`src/rtl/servo_pwm_multi.sv`:
```
// servo_pwm_multi: multi-channel servo PWM with shared frame counter, clamped targets and per-frame slew
module servo_pwm_multi #(
  parameter int NUM_CH    = 4,
  parameter int CNT_W     = 32,
  parameter int PERIOD    = 1000000,
  parameter int MIN_PULSE = 50000,
  parameter int MAX_PULSE = 100000,
  parameter int SLEW_STEP = 0
) (
  input  logic              clock_clk,
  input  logic              reset_high,
  input  logic              wr_en,
  input  logic              wr_sel,
  input  logic [3:0]        wr_ch,
  input  logic [CNT_W-1:0]  wr_data,
  output logic [NUM_CH-1:0] pwm_out,
  output logic              frame_tick,
  output logic [NUM_CH-1:0] at_target
);
  localparam logic [CNT_W-1:0] LAST   = CNT_W'(PERIOD - 1);
  localparam logic [CNT_W-1:0] MIN_W  = CNT_W'(MIN_PULSE);
  localparam logic [CNT_W-1:0] MAX_W  = CNT_W'(MAX_PULSE);
  localparam logic [CNT_W-1:0] CENTER = CNT_W'((MIN_PULSE + MAX_PULSE) / 2);
  localparam logic [CNT_W-1:0] STEP   = CNT_W'(SLEW_STEP);
  logic [CNT_W-1:0]  count_q, count_d, clamped;
  logic [CNT_W-1:0]  target_q [NUM_CH];
  logic [CNT_W-1:0]  target_d [NUM_CH];
  logic [CNT_W-1:0]  active_q [NUM_CH];
  logic [CNT_W-1:0]  active_d [NUM_CH];
  logic [CNT_W-1:0]  diff     [NUM_CH];
  logic [NUM_CH-1:0] en_req_q, en_req_d, en_q, en_d, pwm_q, pwm_d, at_q, at_d;
  logic              tick_q, tick_d, wrap;
  always_comb begin
    wrap     = count_q == LAST;
    count_d  = wrap ? '0 : count_q + CNT_W'(1);
    clamped  = wr_data < MIN_W ? MIN_W : (wr_data > MAX_W ? MAX_W : wr_data);
    tick_d   = count_q == '0;
    en_d     = wrap ? en_req_q : en_q;
    en_req_d = en_req_q;
    pwm_d    = '0;
    at_d     = '0;
    for (int i = 0; i < NUM_CH; i++) begin
      diff[i]     = target_q[i] >= active_q[i] ? target_q[i] - active_q[i] : active_q[i] - target_q[i];
      active_d[i] = !wrap ? active_q[i] :
                    (SLEW_STEP == 0 || diff[i] <= STEP) ? target_q[i] :
                    (target_q[i] > active_q[i] ? active_q[i] + STEP : active_q[i] - STEP);
      target_d[i] = (wr_en && !wr_sel && wr_ch == 4'(i)) ? clamped : target_q[i];
      en_req_d[i] = (wr_en && wr_sel && wr_ch == 4'(i)) ? wr_data[0] : en_req_q[i];
      pwm_d[i]    = en_q[i] && count_q < active_q[i];
      at_d[i]     = active_q[i] == target_q[i];
    end
  end
  always_ff @(posedge clock_clk) begin
    if (reset_high) begin
      count_q  <= '0;
      en_req_q <= '0;
      en_q     <= '0;
      pwm_q    <= '0;
      at_q     <= '1;
      tick_q   <= 1'b0;
      for (int i = 0; i < NUM_CH; i++) begin
        target_q[i] <= CENTER;
        active_q[i] <= CENTER;
      end
    end else begin
      count_q  <= count_d;
      en_req_q <= en_req_d;
      en_q     <= en_d;
      pwm_q    <= pwm_d;
      at_q     <= at_d;
      tick_q   <= tick_d;
      target_q <= target_d;
      active_q <= active_d;
    end
  end
  assign pwm_out    = pwm_q;
  assign frame_tick = tick_q;
  assign at_target  = at_q;
endmodule

```
`config.mk`:
```
export PLATFORM = sky130hd
export DESIGN_NAME = servo_pwm_multi
export DESIGN_NICKNAME = d
export VERILOG_FILES = /design/src/rtl/servo_pwm_multi.sv
export SDC_FILE = /design/constraint.sdc
export NUM_CORES = 1
export LEC_CHECK = 0
export ABC_AREA = 1
export CAP_MARGIN = 20
export CORE_MARGIN = 4
export CORE_UTILIZATION = 61
export CTS_BUF_LIST = sky130_fd_sc_hd__clkbuf_16
export DETAILED_ROUTE_END_ITERATION = 8
export GPL_ROUTABILITY_DRIVEN = 0
export HOLD_SLACK_MARGIN = 0.03
export PLACE_DENSITY_LB_ADDON = 0.08
export SLEW_MARGIN = 20
export SYNTH_ARGS = -nofsm -noshare
export SYNTH_HDL_FRONTEND = slang
export SYNTH_SLANG_ARGS = --single-unit
```
`constraint.sdc`:
```
create_clock -name clock_clk -period 2.3 [get_ports clock_clk]
set_clock_uncertainty 0.05 [all_clocks]
set_input_delay 0.46 -clock clock_clk [delete_from_list [all_inputs] [get_ports clock_clk]]
set_output_delay 0.46 -clock clock_clk [all_outputs]
set_load 0.05 [all_outputs]
```
==> results of run 1 <==
[critical path, stage by stage, from the launching register on]
cell and delay (ns):
dfxtp_2 0.35, ha_1 0.19, nand2_1 0.11, nor2_4 0.11
nand2_2 0.11, nor4_4 0.44, buf_4 0.22, buf_8 0.23
nand4_1 0.12, nand2_1 0.10, nor2_1 0.04
[sequential cells by signal, indices dropped and copies added (netlist names)]
signal and count:
active_q 128, en_req_q 4, frame_tick 1, pwm_out 4, at_target 4, target_q 128
count_q 32, en_q 4
[cell type report]
type                            count  area, µm²  share of cell area
Multi-Input combinational cell   1691       8930               0.466
Timing Repair Buffer              142       1400              0.0728
Inverter                          327       1230              0.0641
Sequential cell                   305       6110               0.319
Clock buffer                       37        926              0.0483
Tap cell                          341        427              0.0223
Clock inverter                     24        160             0.00835
[cells by family after synthesis]
| family | Yosys count | share of synthesized area |
|---|---|---|
| adder cells (fa/ha/maj) | 126 | 0.0941 |
| flip-flops | 305 | 0.365 |
| AND/OR/NAND/NOR | 1279 | 0.334 |
| AO/OA/AOI/OAI | 214 | 0.0650 |
| XOR/XNOR | 72 | 0.0377 |
| buffers and inverters | 431 | 0.104 |
[report_power, final]
part           internal [mW]  switching, mW  total, mW
sequential              5.31         0.0233       5.34
combinational          0.194          0.302      0.497
clock                   3.12           2.23       5.35
[stage by stage]
step / cells / instance area, µm² / utilization / worst slack [ns]
after floorplan: 2427 / 16700 / - / 0.296
after CTS: 2865 / 19100 / 0.710 / 0.111
after detailed placement: 2804 / 18100 / 0.670 / -0.0578
after global routing: 2867 / 19200 / 0.711 / 0.00909
after global placement: 2804 / 18100 / 0.670 / -0.0369
final: 2867 / 19200 / 0.711 / 0.127
[timing repair]
item                                    CTS  global route
hold buffers                              0             0
resized for setup                         0             5
endpoints found under the setup margin    0             8
setup buffers                             0             1
[routing by layer]
layer	vias to the layer above	wire [µm]	part of all wire	GRT usage
li1	8027	-	-	-
met3	106	3510	0.076	0.0417
met1	7339	19700	0.43	0.391
met5	-	0	0	0
met2	616	21300	0.46	0.511
met4	0	1820	0.039	0.115
[worst max path at each step]
stage	slack, ns	cells after the start	to	startpoint
4_1_cts	0.11	9	en_q[0]	count_q[0]
3_3_place_gp	-0.04	11	target_q[41]	wr_data[13]
2_1_floorplan	0.30	9	count_q[17]	count_q[1]
3_5_place_dp	-0.06	11	target_q[105]	wr_data[13]
6_report	0.13	10	active_q[28]	count_q[0]
5_1_grt	0.009	10	active_q[53]	count_q[0]
[Yosys cell counts, drive strengths merged]
cell type	number	area [µm²]
clkbuf	55	206
dfxtp	305	6110
buf	49	310
a31oi	4	25.0
o21bai	1	7.51
a21oi	146	731
nor4	16	106
o21a	4	30.0
inv	322	1210
nand4	168	1050
o21ai	59	295
or2	15	93.8
nor2	326	1230
nor3	114	581
xor2	59	517
xnor2	13	114
nand2	539	2030
clkinv	5	18.8
ha	126	1580
nand3	101	510
==> flow_summary_export.csv, run 1 <==
group,metric,value,unit
timing,tightest_slew,0.613,ns
die,die_h,174,µm
route,vias,16088,
cts,clk_pin_slew_worst_paths,0.06,ns
cts,clock_latency,0.51,ns
die,dieArea,30200,µm²
cts,htreeDepth,2,
run_status,outcome,"finished clean",
placed_design,io_buffers,48,
setup_path,worstRegToRegCells,10,
finish,syn_to_final_growth,14.5,%
die,core_area,27000,µm²
synthesis,ys_ff_latch,305,
global_routing,grt_pass1_wl,75500,µm
route,wirelength,46400,µm
die,rows,60,
synthesis,syn-num-nets,2593,
global_routing,grt.overflow.total,0,
finish,drive_above_1_share,0.0697,
synthesis,seq_area_frac_synth,0.365,
placed_design,dp_hpwl,32600,µm
setup_path,critPathCaptureType,"register",
finish,fillers,2282,
finish,layout_commonest_cell,"nand2_1",
global_routing,grt_max_degree,105,
cts,cts_buffer_depth,3,
global_routing,antenna_found_initial,0,
synthesis,syn_area,16700,µm²
route,drc,0,
finish,final_nets,2668,
timing,whs,0.386,ns
setup_path,cp_data_arrival_time,2.52,ns
setup_path,r2r_end,"active_q[28]",
min_path,hold_depth,1,
job,maxCapViolations,0,
timing,grt_setup_unrepaired,"no",
power,p_per_area,583,nW/µm²
die,die_w,174,µm
die,ios,49,
route,wl_per_cell,16.2,µm
setup_path,rr_startpoint,"count_q[0]",
timing,fmax,460,MHz
route,vias_per_cell,5.61,
timing,finalCriticalPeriod,2.17,ns
finish,final_cell_mix,"nand2_1 (537), nor2_1 (324), inv_1 (320)",
min_path,min_to,"count_q[0]",
setup_path,crit_type,"reg -> reg",
timing,finalHoldViolCount,0,
cts,cts_buffers,35,
cts,cts_tree,"yes",
timing,slew_headroom,0.591,
timing,drv_slew,0,
finish,antenna_cells,0,
min_path,hold_start,"count_q[0]",
timing,setup_tns,0,ns
setup_path,start_kind,"register",
route,drt_iter0_markers,1333,
global_routing,grt_use_total,0.301,
timing,period_share,0.945,
synthesis,avgSynthCellArea,6.90,µm²
setup_path,reg2reg_setup_slack,0.13,ns
timing,setup_viol_count_final,0,
cts,cts.sinks,305,
die,initial_utilization,0.621,
power,power.leakage,8.57,nW
setup_path,cp_max_fo,24,
route,final_antenna_net_count,0,
synthesis,netlist_instances,2427,
cts,cts_root_buffer,"clkbuf_16",
min_path,hold_path_class,"reg -> reg",
route,first_pass_iters,5,
synthesis,ys_types,30,
power,vdd_drop_max,0.517,mV
power,fin_total_pwr,11.2,mW
global_routing,grt_pass1_vias,15106,
setup_path,required,2.65,ns
synthesis,synth_warnings,0,
Note: power is estimated with default switching activity, not from simulation.
==> run 2, diff against run 1 <==
--- a/config.mk
+++ b/config.mk
@@ -13,8 +13,8 @@
 export DETAILED_ROUTE_END_ITERATION = 8
 export GPL_ROUTABILITY_DRIVEN = 0
 export HOLD_SLACK_MARGIN = 0.03
-export PLACE_DENSITY_LB_ADDON = 0.08
-export SLEW_MARGIN = 20
+export PLACE_DENSITY = 0.84
+export SLEW_MARGIN = 40
 export SYNTH_ARGS = -nofsm -noshare
 export SYNTH_HDL_FRONTEND = slang
 export SYNTH_SLANG_ARGS = --single-unit
==> run 2 against run 1 <==
Compared with the run above: clock-buffer cell count stayed put; cell area is 0.41% higher; sequential power hardly changed; core utilization is 0.29 points higher; via count is 2.8% higher; first-iteration DRC count is 25% higher; critical endpoint is now active_q[56].
==> flow_summary_export.csv, run 2 (synthesized netlist as in run 1, its figures left out) <==
group,metric,value,unit
run_status,outcome,"finished clean",
setup_path,cp_max_fo,32,
setup_path,worstRegToRegCells,10,
placed_design,place_area,17900,µm²
die,die_w,174,µm
placed_design,io_buffers,48,
setup_path,required,2.66,ns
global_routing,grt_pass1_vias,15862,
setup_path,reg2reg_setup_slack,0.02,ns
route,final_antenna_net_count,0,
cts,cts_buffer_depth,3,
setup_path,startpoint,"count_q[0]",
cts,cts_tree,"yes",
route,drc,0,
timing,tightest_slew,0.647,ns
finish,reg_top3,"active_q (128), target_q (128), count_q (32)",
cts,cts_buffers,34,
global_routing,grt_use_total,0.299,
finish,syn_to_final_growth,15.0,%
route,vias,16535,
route,drt_iter0_markers,1669,
global_routing,antenna_found_initial,0,
die,dieArea,30200,µm²
setup_path,rr_startpoint,"count_q[0]",
timing,period_share,0.990,
route,first_pass_iters,6,
finish,final_nets,2661,
global_routing,grt_pass1_wl,76200,µm
finish,finalNonFillerCells,2861,
timing,finalCriticalPeriod,2.28,ns
die,ios,49,
power,vdd_drop_max,0.543,mV
placed_design,dp_hpwl,32700,µm
route,vias_per_cell,5.78,
setup_path,r2r_end,"active_q[56]",
cts,clock_latency,0.52,ns
cts,cts_hold_buffers,0,
setup_path,start_kind,"register",
min_path,hold_path_class,"in -> reg",
job,maxCapViolations,0,
finish,layout_commonest_cell,"nand2_1",
power,fin_total_pwr,11.6,mW
timing,setup_viol_count_final,0,
finish,drive_above_1_share,0.0694,
finish,regArea,6110,µm²
finish,antenna_cells,0,
die,rows,60,
min_path,hold_start,"reset_high",
finish,multi_input_area,8940,µm²
finish,design_area,19300,µm²
die,core_area,27000,µm²
timing,drv_slew,0,
timing,fmax,439,MHz
route,wirelength,47500,µm
timing,finalHoldViolCount,0,
setup_path,critPathCaptureType,"register",
setup_path,cp_data_arrival_time,2.64,ns
power,p_per_area,605,nW/µm²
placed_design,placed_cells,2793,
cts,cts.sinks,305,
finish,final_cell_mix,"nand2_1 (537), nor2_1 (324), inv_1 (320)",
cts,cts_root_buffer,"clkbuf_16",
timing,slew_headroom,0.569,
die,die_h,174,µm
global_routing,grt_max_degree,66,
die,initial_utilization,0.621,
finish,fillers,2041,
route,wl_per_cell,16.6,µm
timing,setup_tns,0,ns
setup_path,crit_end,"active_q[56]",
setup_path,crit_type,"reg -> reg",
cts,htreeDepth,2,
power,power.leakage,8.59,nW
global_routing,grt.overflow.total,0,
cts,clk_pin_slew_worst_paths,0.06,ns
run 2: final cells by class:
cell class | count | area share
timing repair buffer | 136 | 0.0703
multi-input combinational | 1691 | 0.464
clock inverter | 24 | 0.0139
sequential | 305 | 0.317
tap | 341 | 0.0222
inverter | 327 | 0.0639
clock buffer | 37 | 0.0481
run 2: repair_timing:
item	in CTS	in global routing
resized for setup	0	14
endpoints found under the hold margin	0	0
setup buffers	0	5
setup endpoints to repair	0	103
run 2: how the worst min path moves through the flow:
stage	end	slack [ns]	cells after the start
after floorplan	active_q[101]	0.38	2
after global placement	active_q[101]	0.39	2
after detailed placement	active_q[4]	0.39	2
after CTS	target_q[100]	0.14	3
after global routing	target_q[100]	0.17	3
final	target_q[100]	0.15	3
run 2: critical path: stages (launching register included):
cell	delay, ns
dfxtp_2	0.38
ha_4	0.17
nand2_1	0.10
nor2_4	0.10
nand2_2	0.11
nor4_4	0.54
buf_4	0.23
buf_12	0.23
nand4_1	0.12
nand2_1	0.08
nor2_1	0.04
run 2: report_power, final:
group / total [mW] / internal (mW) / switching, mW / leakage (nW)
combinational: 0.497 / 0.191 / 0.306 / 5.53
sequential: 5.34 / 5.31 / 0.0250 / 2.46
clock: 5.80 / 3.57 / 2.23 / 0.594
run 2: metrics by stage:
stage	hold slack, ns	setup WS, ns	utilization
detailed placement	0.393	-0.178	0.666
CTS	0.141	0.0320	0.710
finish	0.150	0.0228	0.714
global route	0.169	-0.0524	0.714
floorplan	0.379	0.296	-
global placement	0.389	-0.0815	0.666
run 2: routing by layer:
| metal | up-vias | track usage | part of all wire |
|---|---|---|---|
| li1 | 8011 | - | - |
| met1 | 7581 | 0.372 | 0.41 |
| met2 | 759 | 0.518 | 0.47 |
| met3 | 184 | 0.0425 | 0.079 |
| met4 | 0 | 0.130 | 0.047 |
| met5 | - | 0 | 0 |
